<file path="src/rtl/qerv_pkg.sv">
// rtl/qerv_pkg.sv - shared types and lane/nibble constants for the qerv sequencer
package qerv_pkg;

    localparam int DEF_LANE_W = 4;
    localparam int NIBBLES    = 32 / DEF_LANE_W;
    localparam int CNT_MAX    = NIBBLES - 1;

    typedef enum logic [2:0] {
        ST_IDLE    = 3'd0,
        ST_FETCH   = 3'd1,
        ST_WAIT_RF = 3'd2,
        ST_RUN1    = 3'd3,
        ST_MEM     = 3'd4,
        ST_RUN2    = 3'd5
    } state_e;

endpackage

</file>
<file path="src/rtl/qerv_nibble_cnt.sv">
// rtl/qerv_nibble_cnt.sv - wraparound nibble counter with enable, clear and pause
module qerv_nibble_cnt #(
    parameter int CNT_W   = 3,
    parameter int CNT_MAX = 7
) (
    input  logic             i_clk,
    input  logic             i_rst,
    input  logic             i_en,
    input  logic             i_clr,
    input  logic             i_pause,
    output logic [CNT_W-1:0] o_cnt,
    output logic             o_adv,
    output logic             o_first,
    output logic             o_last
);

    localparam logic [CNT_W-1:0] MAX = CNT_W'(CNT_MAX);

    logic [CNT_W-1:0] cnt_q, cnt_d;

    assign o_adv   = i_en & ~i_pause;
    assign o_first = o_adv & (cnt_q == '0);
    assign o_last  = o_adv & (cnt_q == MAX);
    assign o_cnt   = cnt_q;

    always_comb begin
        cnt_d = cnt_q;
        if (i_clr) begin
            cnt_d = '0;
        end else if (o_adv) begin
            cnt_d = o_last ? '0 : cnt_q + 1'b1;
        end
    end

    always_ff @(posedge i_clk or posedge i_rst) begin
        if (i_rst) begin
            cnt_q <= '0;
        end else begin
            cnt_q <= cnt_d;
        end
    end

endmodule

</file>
<file path="src/rtl/qerv_cnt_sched.sv">
// rtl/qerv_cnt_sched.sv - fetch / serial-pass / dbus sequencer for the nibble-serial qerv datapath
// Optional build macro QERV_CNT_PAUSE_EN adds i_pause to stall a pass in place.
module qerv_cnt_sched
    import qerv_pkg::*;
#(
    parameter int LANE_W = DEF_LANE_W,
    parameter int CNT_W  = $clog2(32 / LANE_W)
) (
    input  logic             i_clk,
    input  logic             i_rst,
`ifdef QERV_CNT_PAUSE_EN
    input  logic             i_pause,
`endif
    output logic             o_ibus_cyc,
    input  logic             i_ibus_ack,
    output logic             o_wb_en,
    input  logic             i_two_pass,
    input  logic             i_mem_op,
    output logic             o_dbus_cyc,
    input  logic             i_dbus_ack,
    input  logic             i_rf_ready,
    output logic             o_cnt_en,
    output logic [CNT_W-1:0] o_cnt,
    output logic             o_cnt0,
    output logic             o_cnt_done,
    output logic             o_pass2,
    output logic             o_busy
);

    localparam int NIB = 32 / LANE_W;

    state_e           state_q, state_d;
    logic             two_pass_q, mem_op_q, dec_pend_q;
    logic             pause, run;
    logic             cnt_adv, cnt_first, cnt_last;
    logic [CNT_W-1:0] cnt;

`ifdef QERV_CNT_PAUSE_EN
    assign pause = i_pause;
`else
    assign pause = 1'b0;
`endif

    assign run = (state_q == ST_RUN1) || (state_q == ST_RUN2);

    qerv_nibble_cnt #(
        .CNT_W   (CNT_W),
        .CNT_MAX (NIB - 1)
    ) u_cnt (
        .i_clk   (i_clk),
        .i_rst   (i_rst),
        .i_en    (run),
        .i_clr   (~run),
        .i_pause (pause),
        .o_cnt   (cnt),
        .o_adv   (cnt_adv),
        .o_first (cnt_first),
        .o_last  (cnt_last)
    );

    always_ff @(posedge i_clk or posedge i_rst) begin
        if (i_rst) begin
            state_q <= ST_IDLE;
        end else begin
            state_q <= state_d;
        end
    end

    // Decode registers settle one cycle after the load strobe, so sample the op class then.
    always_ff @(posedge i_clk or posedge i_rst) begin
        if (i_rst) begin
            dec_pend_q <= 1'b0;
            two_pass_q <= 1'b0;
            mem_op_q   <= 1'b0;
        end else begin
            dec_pend_q <= o_wb_en;
            if (dec_pend_q) begin
                two_pass_q <= i_two_pass;
                mem_op_q   <= i_mem_op;
            end
        end
    end

    always_comb begin
        state_d = state_q;
        case (state_q)
            ST_IDLE:    state_d = ST_FETCH;
            ST_FETCH:   if (i_ibus_ack) state_d = ST_WAIT_RF;
            ST_WAIT_RF: if (i_rf_ready) state_d = ST_RUN1;
            ST_RUN1: begin
                if (cnt_last) begin
                    if (!two_pass_q) state_d = ST_FETCH;
                    else if (mem_op_q) state_d = ST_MEM;
                    else state_d = ST_RUN2;
                end
            end
            ST_MEM:     if (i_dbus_ack) state_d = ST_RUN2;
            ST_RUN2:    if (cnt_last) state_d = ST_FETCH;
            default:    state_d = ST_IDLE;
        endcase
    end

    always_comb begin
        o_ibus_cyc = (state_q == ST_FETCH);
        o_wb_en    = o_ibus_cyc & i_ibus_ack;
        o_dbus_cyc = (state_q == ST_MEM);
        o_pass2    = (state_q == ST_RUN2);
        o_busy     = (state_q != ST_IDLE);
        o_cnt_en   = cnt_adv;
        o_cnt      = cnt;
        o_cnt0     = cnt_first;
        o_cnt_done = cnt_last;
    end

endmodule
</file>
<file path="config.mk">
export PLATFORM = sky130hd
export DESIGN_NAME = qerv_cnt_sched
export DESIGN_NICKNAME = d
export VERILOG_FILES = /design/src/rtl/qerv_pkg.sv /design/src/rtl/qerv_nibble_cnt.sv /design/src/rtl/qerv_cnt_sched.sv
export SDC_FILE = /design/constraint.sdc
export NUM_CORES = 1
export LEC_CHECK = 0
export ABC_AREA = 1
export BUFFER_PORTS_ARGS = -buffer_cell sky130_fd_sc_hd__buf_2
export CELL_PAD_IN_SITES_DETAIL_PLACEMENT = 0
export CELL_PAD_IN_SITES_GLOBAL_PLACEMENT = 1
export CORE_MARGIN = 3
export CORE_UTILIZATION = 34
export DETAILED_ROUTE_END_ITERATION = 8
export GPL_TIMING_DRIVEN = 0
export PLACE_DENSITY_LB_ADDON = 0.1
export SKIP_LAST_GASP = 1
export SLEW_MARGIN = 20
export SYNTH_ARGS = -nofsm -noshare
export SYNTH_HDL_FRONTEND = slang
export SYNTH_HIERARCHICAL = 1
export SYNTH_SLANG_ARGS = --single-unit
export TNS_END_PERCENT = 50
</file>
<file path="constraint.sdc">
create_clock -name i_clk -period 1.6 [get_ports i_clk]
set_input_delay 0.08 -clock i_clk [delete_from_list [all_inputs] [get_ports i_clk]]
set_output_delay 0.08 -clock i_clk [all_outputs]
set_load 0.01 [all_outputs]
</file>
==> results of run 1 <==
## metrics by stage
step	power [uW]	worst slack, ns	TNS [ns]	std cells
after floorplan	965	0.000438	0	86
after global placement	1160	-0.0876	-0.206	127
after detailed placement	1160	-0.0658	-0.141	127
after CTS	1460	0.00461	0	138
after global routing	1720	-0.0573	-0.0788	140
final	1560	0.0704	0	140
## registers in the layout (all words and copies together), names as in the netlist
signal and cells:
dec_pend_q 1, mem_op_q 1, u_cnt/o_cnt 3, two_pass_q 1, state_q 3
## cell type report
cell class	count	area, um2
Fill cell	180	742
Multi-Input combinational cell	59	359
Sequential cell	9	229
Timing Repair Buffer	26	155
Inverter	18	70.1
Tap cell	24	30.0
Clock buffer	4	26.3
## worst max path at each step
stage	startpoint	end	cells after the start
floorplan	state_q[1]	state_q[2]	12
global placement	state_q[1]	state_q[1]	12
detailed placement	state_q[1]	state_q[2]	12
CTS	state_q[1]	o_cnt0	10
global route	state_q[1]	o_cnt0	10
finish	state_q[1]	o_cnt0	10
## power by group through the flow
stage               Sequential, uW  Clock, uW  Combinational, uW
CTS                            400        179                878
finish                         408        168                980
floorplan                      384          0                581
global placement               408          0                753
global route                   417        185               1120
detailed placement             409          0                752
## layer usage
metal,up-vias,share of wire
li1,326,-
met1,263,0.49
met2,12,0.45
met3,4,0.038
met4,0,0.019
met5,-,0
## critical path, cell delays in order (launching register included)
cell	delay, ns
dfrtp_2	0.43
inv_2	0.09
nand2_4	0.05
nand2_4	0.09
nand2_4	0.06
inv_4	0.05
inv_2	0.03
nor2_4	0.10
nand2_1	0.07
nor2_1	0.09
buf_2	0.13
## cell usage after synthesis (2+ instances only)
cell	number
nand3_1	8
mux2_2	2
inv_2	4
inv_1	14
o21ai_0	2
nor2_1	6
nand2_1	23
ha_1	3
nor2_2	2
dfrtp_1	9
nand4_1	5
## logic make-up after synthesis
kind of cell,Yosys count,synth area share
AND/OR/NAND/NOR,50,0.412
other,1,0.00602
flip-flops,9,0.361
buffers and inverters,18,0.108
multiplexers,2,0.0361
adder cells (fa/ha/maj),3,0.0602
AO/OA/AOI/OAI,2,0.0161
## timing repair
item	4_1_cts	5_1_grt
gates resized for setup	3	10
hold buffers	1	0
buffers inserted	6	2
endpoints found under the setup margin	5	5
hold endpoints to repair	9	0
pin swaps	2	5
==> flow_summary.json, run 1 <==
{
  "leakagePower_uw": 0.000509,
  "grtUsageMet3": 0.0275,
  "wl_mm": 1.38,
  "path_class": "flop to primary output",
  "p_seq_frac": 0.262,
  "end_kind": "primary output",
  "grt_use_total": 0.124,
  "final_cell_area_um2": 870,
  "start_util": 0.387,
  "synth_cells": 85,
  "clkTransAtPathRegs_ns": 0.06,
  "antenna_found_initial": 0,
  "synth.area.top_cells": "dfrtp_1 (36%), nand2_1 (14%), inv_1 (8.4%)",
  "p_sw_uw": 724,
  "synth_edf_count": 0,
  "yosys.area.top_type": "dfrtp_1",
  "timing.fmax_ghz": 0.654,
  "vias_per_cell": 4.32,
  "grt_pass1_wl_mm": 2.37,
  "wire_per_inst_um": 9.86,
  "min_path_cells": 2,
  "intPower_uw": 832,
  "fin_nets": 127,
  "hold_viol": 0,
  "hold_path_class": "primary input to flop",
  "synthFlopType": "dfrtp_1",
  "rsz0062_at_grt": "true",
  "vias": 605,
  "reg2regPathDepth": 12,
  "drc": 0,
  "syn_to_final_growth_pct": 39.6,
  "cap_violations": 0,
  "avgSynthCellArea_um2": 7.33,
  "dpl-instance-area_um2": 742,
  "crit_required_ns": 1.52,
  "drt_iter0_markers": 9,
  "async_flop_share": 1.00,
  "ir_worst_vdd_mv": 0.845,
  "gr-usage-met2": 0.188,
  "port_buffers": 17,
  "arrival_ns": 1.45,
  "p_comb_frac": 0.630,
  "skew_ns": 0.00339,
  "cts_buffer_depth": 2,
  "clock_power_share": 0.108,
  "die_h_um": 48.8,
  "hold_path_end": "mem_op_q",
  "p_sw_frac": 0.465,
  "layout_common_cells": "nand2_1 (20), buf_2 (17), inv_1 (12)",
  "drt_first_pass_iters": 4,
  "busiest_layer": "met2",
  "ant_nets": 0,
  "cts_tree": "built",
  "drive_above_1_share": 0.431,
  "synth_top_cell_area_share": 0.361,
  "ys_warn_count": 6,
  "ios": 18,
  "start_kind": "flop",
  "path_max_fanout": 4,
  "finalCoreUtilization": 0.540,
  "hold_slack_ns": 0.0569,
  "fin_crit_ns": 1.53,
  "seq_area_frac_synth": 0.361,
  "layout_commonest_cell": "nand2_1",
  "gp_congestion": 0.848,
  "yosysUniqueCellTypes": 18,
  "grtUsageMet1": 0.168,
  "worstReg2RegStart": "state_q[1]",
  "cts-root-buf": "clkbuf_4",
  "synth_seq_cells": 9,
  "die_w_um": 48.8,
  "min_period_over_period": 0.956,
  "num_rows": 14,
  "grt_pass1_vias": 561,
  "grt_max_degree": 8,
  "die_area_mm2": 0.00238,
  "worst_skew_pair.late_latency_ns": 0.25,
  "p_per_area_mw_per_mm2": 1790,
  "grt_overflow_total": 0,
  "htree_levels": 1,
  "clock_sinks": 9,
  "synth_area_um2": 623,
  "diodes": 0,
  "numCtsBuffers": 3,
  "maxSlewViolCount": 0,
  "hpwlAfterDp_mm": 1.01,
  "ff2ff_setup_slack_ns": 0.16,
  "min_from": "i_mem_op",
  "setup_viol": 0,
  "coreArea_mm2": 0.00161,
  "r2r-end": "state_q[2]",
  "status": "finished clean"
}
Note: power is estimated with default switching activity, not from simulation.
==> run 2: changes to the inputs <==
--- a/config.mk
+++ b/config.mk
@@ -14,6 +14,7 @@
 export DETAILED_ROUTE_END_ITERATION = 8
 export GPL_TIMING_DRIVEN = 0
 export PLACE_DENSITY_LB_ADDON = 0.1
+export SETUP_SLACK_MARGIN = 0.2
 export SKIP_LAST_GASP = 1
 export SLEW_MARGIN = 20
 export SYNTH_ARGS = -nofsm -noshare
==> flow_summary.json, run 2 (synthesis results as in run 1) <==
{
  "n_fill_cell": 188,
  "p_sw_uw": 784,
  "vias": 637,
  "vias_per_cell": 4.36,
  "layout_commonest_cell": "nand2_1",
  "die_h_um": 48.8,
  "port_buffers": 17,
  "dpl-instance-area_um2": 762,
  "leakagePower_uw": 0.000548,
  "p_sw_frac": 0.456,
  "wire_per_inst_um": 9.98,
  "antenna_found_initial": 0,
  "p_comb_frac": 0.673,
  "setup_viol": 0,
  "multiInputGateArea_um2": 384,
  "p_seq_frac": 0.234,
  "p_per_area_mw_per_mm2": 1800,
  "timing.critical_path.from": "state_q[0]",
  "skew_ns": 0.00185,
  "end_kind": "primary output",
  "final_cell_area_um2": 955,
  "arrival_ns": 1.41,
  "fin_nets": 133,
  "hpwlAfterDp_mm": 1.07,
  "die_w_um": 48.8,
  "diodes": 0,
  "clock_sinks": 9,
  "start_util": 0.387,
  "gp_congestion": 0.771,
  "clkTransAtPathRegs_ns": 0.05,
  "grt_max_degree": 7,
  "cts_buffer_depth": 2,
  "rsz0062_at_grt": "true",
  "min_period_over_period": 0.934,
  "wl_mm": 1.46,
  "hold_viol": 0,
  "cts-root-buf": "clkbuf_4",
  "maxSlewViolCount": 0,
  "drive_above_1_share": 0.484,
  "worst_skew_pair.late_latency_ns": 0.25,
  "min_from": "i_mem_op",
  "intPower_uw": 934,
  "regArea_um2": 229,
  "grt_pass1_vias": 560,
  "ir_worst_vdd_mv": 1.36,
  "start_kind": "flop",
  "htree_levels": 1,
  "crit_chain": "buf_4 > buf_6 > nor2_1 > nand2_1 > inv_1 > buf_2",
  "placed_cells": 127,
  "coreArea_mm2": 0.00161,
  "critPathMaxStageDelay_ns": 0.44,
  "hold_path_class": "primary input to flop",
  "stdcell_count": 146,
  "numCtsBuffers": 3,
  "die_area_mm2": 0.00238,
  "fin_crit_ns": 1.49,
  "grt_overflow_total": 0,
  "worstReg2RegStart": "state_q[0]",
  "grt_use_total": 0.128,
  "path_max_fanout": 4,
  "cts_tree": "built",
  "drt_iter0_markers": 3,
  "ant_nets": 0,
  "ff2ff_setup_slack_ns": 0.17,
  "cap_violations": 0,
  "clock_power_share": 0.093,
  "grt_pass1_wl_mm": 2.37,
  "num_rows": 14,
  "drc": 0,
  "path_class": "flop to primary output",
  "layout_common_cells": "nand2_1 (19), buf_2 (16), buf_4 (13)",
  "finalCoreUtilization": 0.592,
  "ios": 18,
  "cpMaxStageDelayCell": "dfrtp_2",
  "syn_to_final_growth_pct": 53.2,
  "status": "finished clean",
  "drt_first_pass_iters": 4,
  "crit_required_ns": 1.52,
  "timing.fmax_ghz": 0.669
}
## run 2: changes by cell type in the layout (fill, tap and decap cells not counted)
cell | previous run | this run
buf_4 | 8 | 13
nand2_4 | 4 | 5
inv_2 | 5 | 4
nor2_1 | 5 | 4
nor2_4 | 1 | 4
inv_1 | 12 | 11
nand2_1 | 20 | 19
nor2_2 | 3 | 1
inv_4 | 1 | 3
buf_6 | 0 | 2
buf_2 | 17 | 16
## run 2: layout make-up
cell class	count	share of cell area
tap	24	0.0315
sequential	9	0.240
clock buffer	4	0.0275
multi-input combinational	59	0.402
inverter	18	0.0786
timing repair buffer	32	0.220
## run 2: critical path, delay by kind of cell (launching register included)
kind                   cells  cell delay, ns
and+or+nand+nor            2            0.28
buffers and inverters      4            0.45
DFF                        1            0.44
## run 2: routing by layer
layer	vias up	wire, um	GRT usage
met3	4	47	0.0245
met5	-	0	0
li1	337	-	-
met1	286	702	0.173
met2	10	679	0.190
met4	0	27	0.0711
## run 2: path summary, 6_finish.rpt
kind / cells after the start / endpoint
worst max-delay path: 6 / o_dbus_cyc
worst min-delay path: 2 / mem_op_q
worst max register to register: 8 / state_q[2]
worst min register to register: 1 / mem_op_q
max in group asynchronous: 3 / state_q[2]
min in group asynchronous: 3 / u_cnt/o_cnt[2]
## run 2: per-stage QoR
stage	power, uW	worst slack [ns]	setup TNS, ns	hold slack, ns
6_report	1720	0.105	0	0.0622
3_5_place_dp	1210	0.0435	0	-0.0426
3_3_place_gp	1200	0.0407	0	-0.0446
2_1_floorplan	1000	0.173	0	-0.166
5_1_grt	1880	-0.00411	-0.00411	0.0497
4_1_cts	1550	0.0870	0	0.0580
## run 2: power groups by stage
stage               clock [uW]  combinational, uW  sequential, uW
global placement             0                791             414
CTS                        168                991             395
finish                     160               1160             402
detailed placement           0                794             413
global route               189               1280             412
floorplan                    0                616             386
## run 2: timing repair
item / in CTS / in global routing
gates resized for setup: 8 / 8
setup endpoints to repair: 7 / 9
pin swaps: 4 / 8
buffers inserted: 7 / 7
hold buffers: 1 / 0
hold endpoints to repair: 9 / 0
==> run 3: changes to the inputs <==
--- a/config.mk
+++ b/config.mk
@@ -10,15 +10,15 @@
 export CELL_PAD_IN_SITES_DETAIL_PLACEMENT = 0
 export CELL_PAD_IN_SITES_GLOBAL_PLACEMENT = 1
 export CORE_MARGIN = 3
-export CORE_UTILIZATION = 34
+export CORE_UTILIZATION = 33
 export DETAILED_ROUTE_END_ITERATION = 8
 export GPL_TIMING_DRIVEN = 0
 export PLACE_DENSITY_LB_ADDON = 0.1
+export RECOVER_POWER = 100
 export SETUP_SLACK_MARGIN = 0.2
 export SKIP_LAST_GASP = 1
 export SLEW_MARGIN = 20
 export SYNTH_ARGS = -nofsm -noshare
 export SYNTH_HDL_FRONTEND = slang
-export SYNTH_HIERARCHICAL = 1
 export SYNTH_SLANG_ARGS = --single-unit
 export TNS_END_PERCENT = 50
==> flow_summary.json, run 3 <==
{
  "numCtsBuffers": 3,
  "maxSlewViolCount": 0,
  "vias_per_cell": 4.44,
  "start_kind": "flop",
  "critPathMaxStageDelay_ns": 0.40,
  "final_cell_area_um2": 744,
  "cpMaxStageDelayCell": "dfrtp_1",
  "arrival_ns": 1.31,
  "yosys.area.top_type": "dfrtp_1",
  "skew_ns": 0.00793,
  "timing.fmax_ghz": 0.717,
  "htree_levels": 1,
  "wl_mm": 1.12,
  "p_per_area_mw_per_mm2": 1920,
  "drt_iter0_markers": 1,
  "cp_num_cells": 6,
  "finalCoreUtilization": 0.532,
  "worstMarginPinSlew_ns": 0.347,
  "grt_max_degree": 10,
  "async_flop_share": 1.00,
  "reg2regPathDepth": 8,
  "die_area_mm2": 0.00213,
  "port_buffers": 17,
  "path_class": "flop to primary output",
  "crit_chain": "inv_1 > nand3_2 > nand2_4 > nand2_1 > nor2_1 > buf_2",
  "syn_nets": 74,
  "status": "finished clean",
  "gp_congestion": 0.704,
  "layout_commonest_cell": "inv_1",
  "min_period_over_period": 0.871,
  "yosysUniqueCellTypes": 18,
  "synth_area_um2": 533,
  "ant_nets": 0,
  "ys_top_cells_by_count": "inv_1 (11), nand2_1 (10), dfrtp_1 (9)",
  "drt_first_pass_iters": 2,
  "start_util": 0.381,
  "ys_warn_count": 0,
  "synth_edf_count": 0,
  "critPathBufInv": 2,
  "worst_skew_pair.late_latency_ns": 0.26,
  "cts_tree": "built",
  "diodes": 0,
  "cap_violations": 0,
  "synthFlopType": "dfrtp_1",
  "hold_viol": 0,
  "num_rows": 13,
  "seq_area_frac_synth": 0.423,
  "hpwlAfterDp_um": 808,
  "syn_to_final_growth_pct": 39.7,
  "layout_common_cells": "inv_1 (12), buf_2 (11), nand2_1 (10)",
  "crit_required_ns": 1.52,
  "yosysMostFrequentCell": "inv_1",
  "avgSynthCellArea_um2": 8.33,
  "dpl-instance-area_um2": 637,
  "die_h_um": 46.2,
  "cts-root-buf": "clkbuf_4",
  "drive_above_1_share": 0.323,
  "fin_nets": 107,
  "rsz0062_at_grt": "true",
  "synth_top_cell_area_share": 0.423,
  "setup_viol": 0,
  "min_path_cells": 3,
  "clkTransAtPathRegs_ns": 0.06,
  "leakagePower_uw": 0.000429,
  "grt_pass1_vias": 362,
  "antenna_found_initial": 0,
  "ios": 18,
  "hold_path_class": "primary input to flop",
  "drc": 0,
  "synth_cells": 64,
  "cts_buffer_depth": 2,
  "grt_overflow_total": 0,
  "path_max_fanout": 4,
  "vias": 493,
  "maxSlewHeadroom": 0.769,
  "die_w_um": 46.2,
  "grt_pass1_wl_mm": 1.53,
  "ir_worst_vdd_mv": 0.893,
  "cp_top_family": "flip-flops",
  "fin_crit_ns": 1.39,
  "grt_use_total": 0.106,
  "wire_per_inst_um": 10.1,
  "end_kind": "primary output",
  "coreArea_mm2": 0.00140,
  "clock_sinks": 9,
  "synth_seq_cells": 9,
  "finalSetupTns_ns": 0,
  "synth.area.top_cells": "dfrtp_1 (42%), inv_1 (7.7%), ha_1 (7.0%)"
}
## run 3: logic make-up after synthesis
logic type               Yosys count  share of synthesized area
adder cells (fa/ha/maj)            3                     0.0704
AND/OR/NAND/NOR                   26                      0.261
flip-flops                         9                      0.423
multiplexers                       1                     0.0211
buffers and inverters             15                      0.106
AO/OA/AOI/OAI                     10                      0.120
## run 3: worst min-delay path, stage by stage
cell	delay (ns)
buf_2	0.07
nand2_1	0.04
o21ai_0	0.06
## run 3: repair_timing
action | 4_1_cts | 5_1_grt
hold buffers | 1 | 0
setup buffers | 3 | 7
gates cloned | 0 | 0
setup endpoints to repair | 2 | 2
gates resized for setup | 0 | 2
hold endpoints to repair | 9 | 0
pin swaps | 0 | 1
## run 3: metal layers
| layer | share of wire | global-route usage |
|---|---|---|
| met1 | 0.51 | 0.152 |
| met2 | 0.41 | 0.132 |
| met3 | 0.071 | 0.0234 |
| met4 | 0.0081 | 0.0852 |
| met5 | 0 | 0 |
## run 3: worst paths after layout
path	startpoint	endpoint	slack (ns)
min in group asynchronous	i_rst	u_cnt.o_cnt[1]	0.32
max in group asynchronous	i_rst	state_q[2]	1.02
max reg2reg	u_cnt.o_cnt[0]	state_q[2]	0.22
min reg2reg	mem_op_q	mem_op_q	0.49
max	state_q[2]	o_cnt0	0.21
min	i_two_pass	two_pass_q	0.04
## run 3: through the flow
step | total power [uW] | hold WS (ns) | worst slack (ns) | instances
after CTS | 1310 | 0.0327 | 0.197 | 104
after detailed placement | 1090 | 0.0604 | 0.365 | 96
after floorplan | 890 | -0.0921 | 0.416 | 64
after global placement | 1090 | 0.0599 | 0.371 | 96
after global routing | 1570 | 0.0244 | 0.114 | 111
final | 1430 | 0.0362 | 0.206 | 111
## run 3: power by group
part / internal [uW] / switching [uW]
sequential: 320 / 77.5
combinational: 409 / 448
clock: 95.9 / 77.9
## run 3: layout make-up
class	instances	area (um2)
sequential	9	225
tap	15	18.8
multi-input combinational	40	246
timing repair buffer	28	171
inverter	15	56.3
clock buffer	4	26.3
fill	149	654
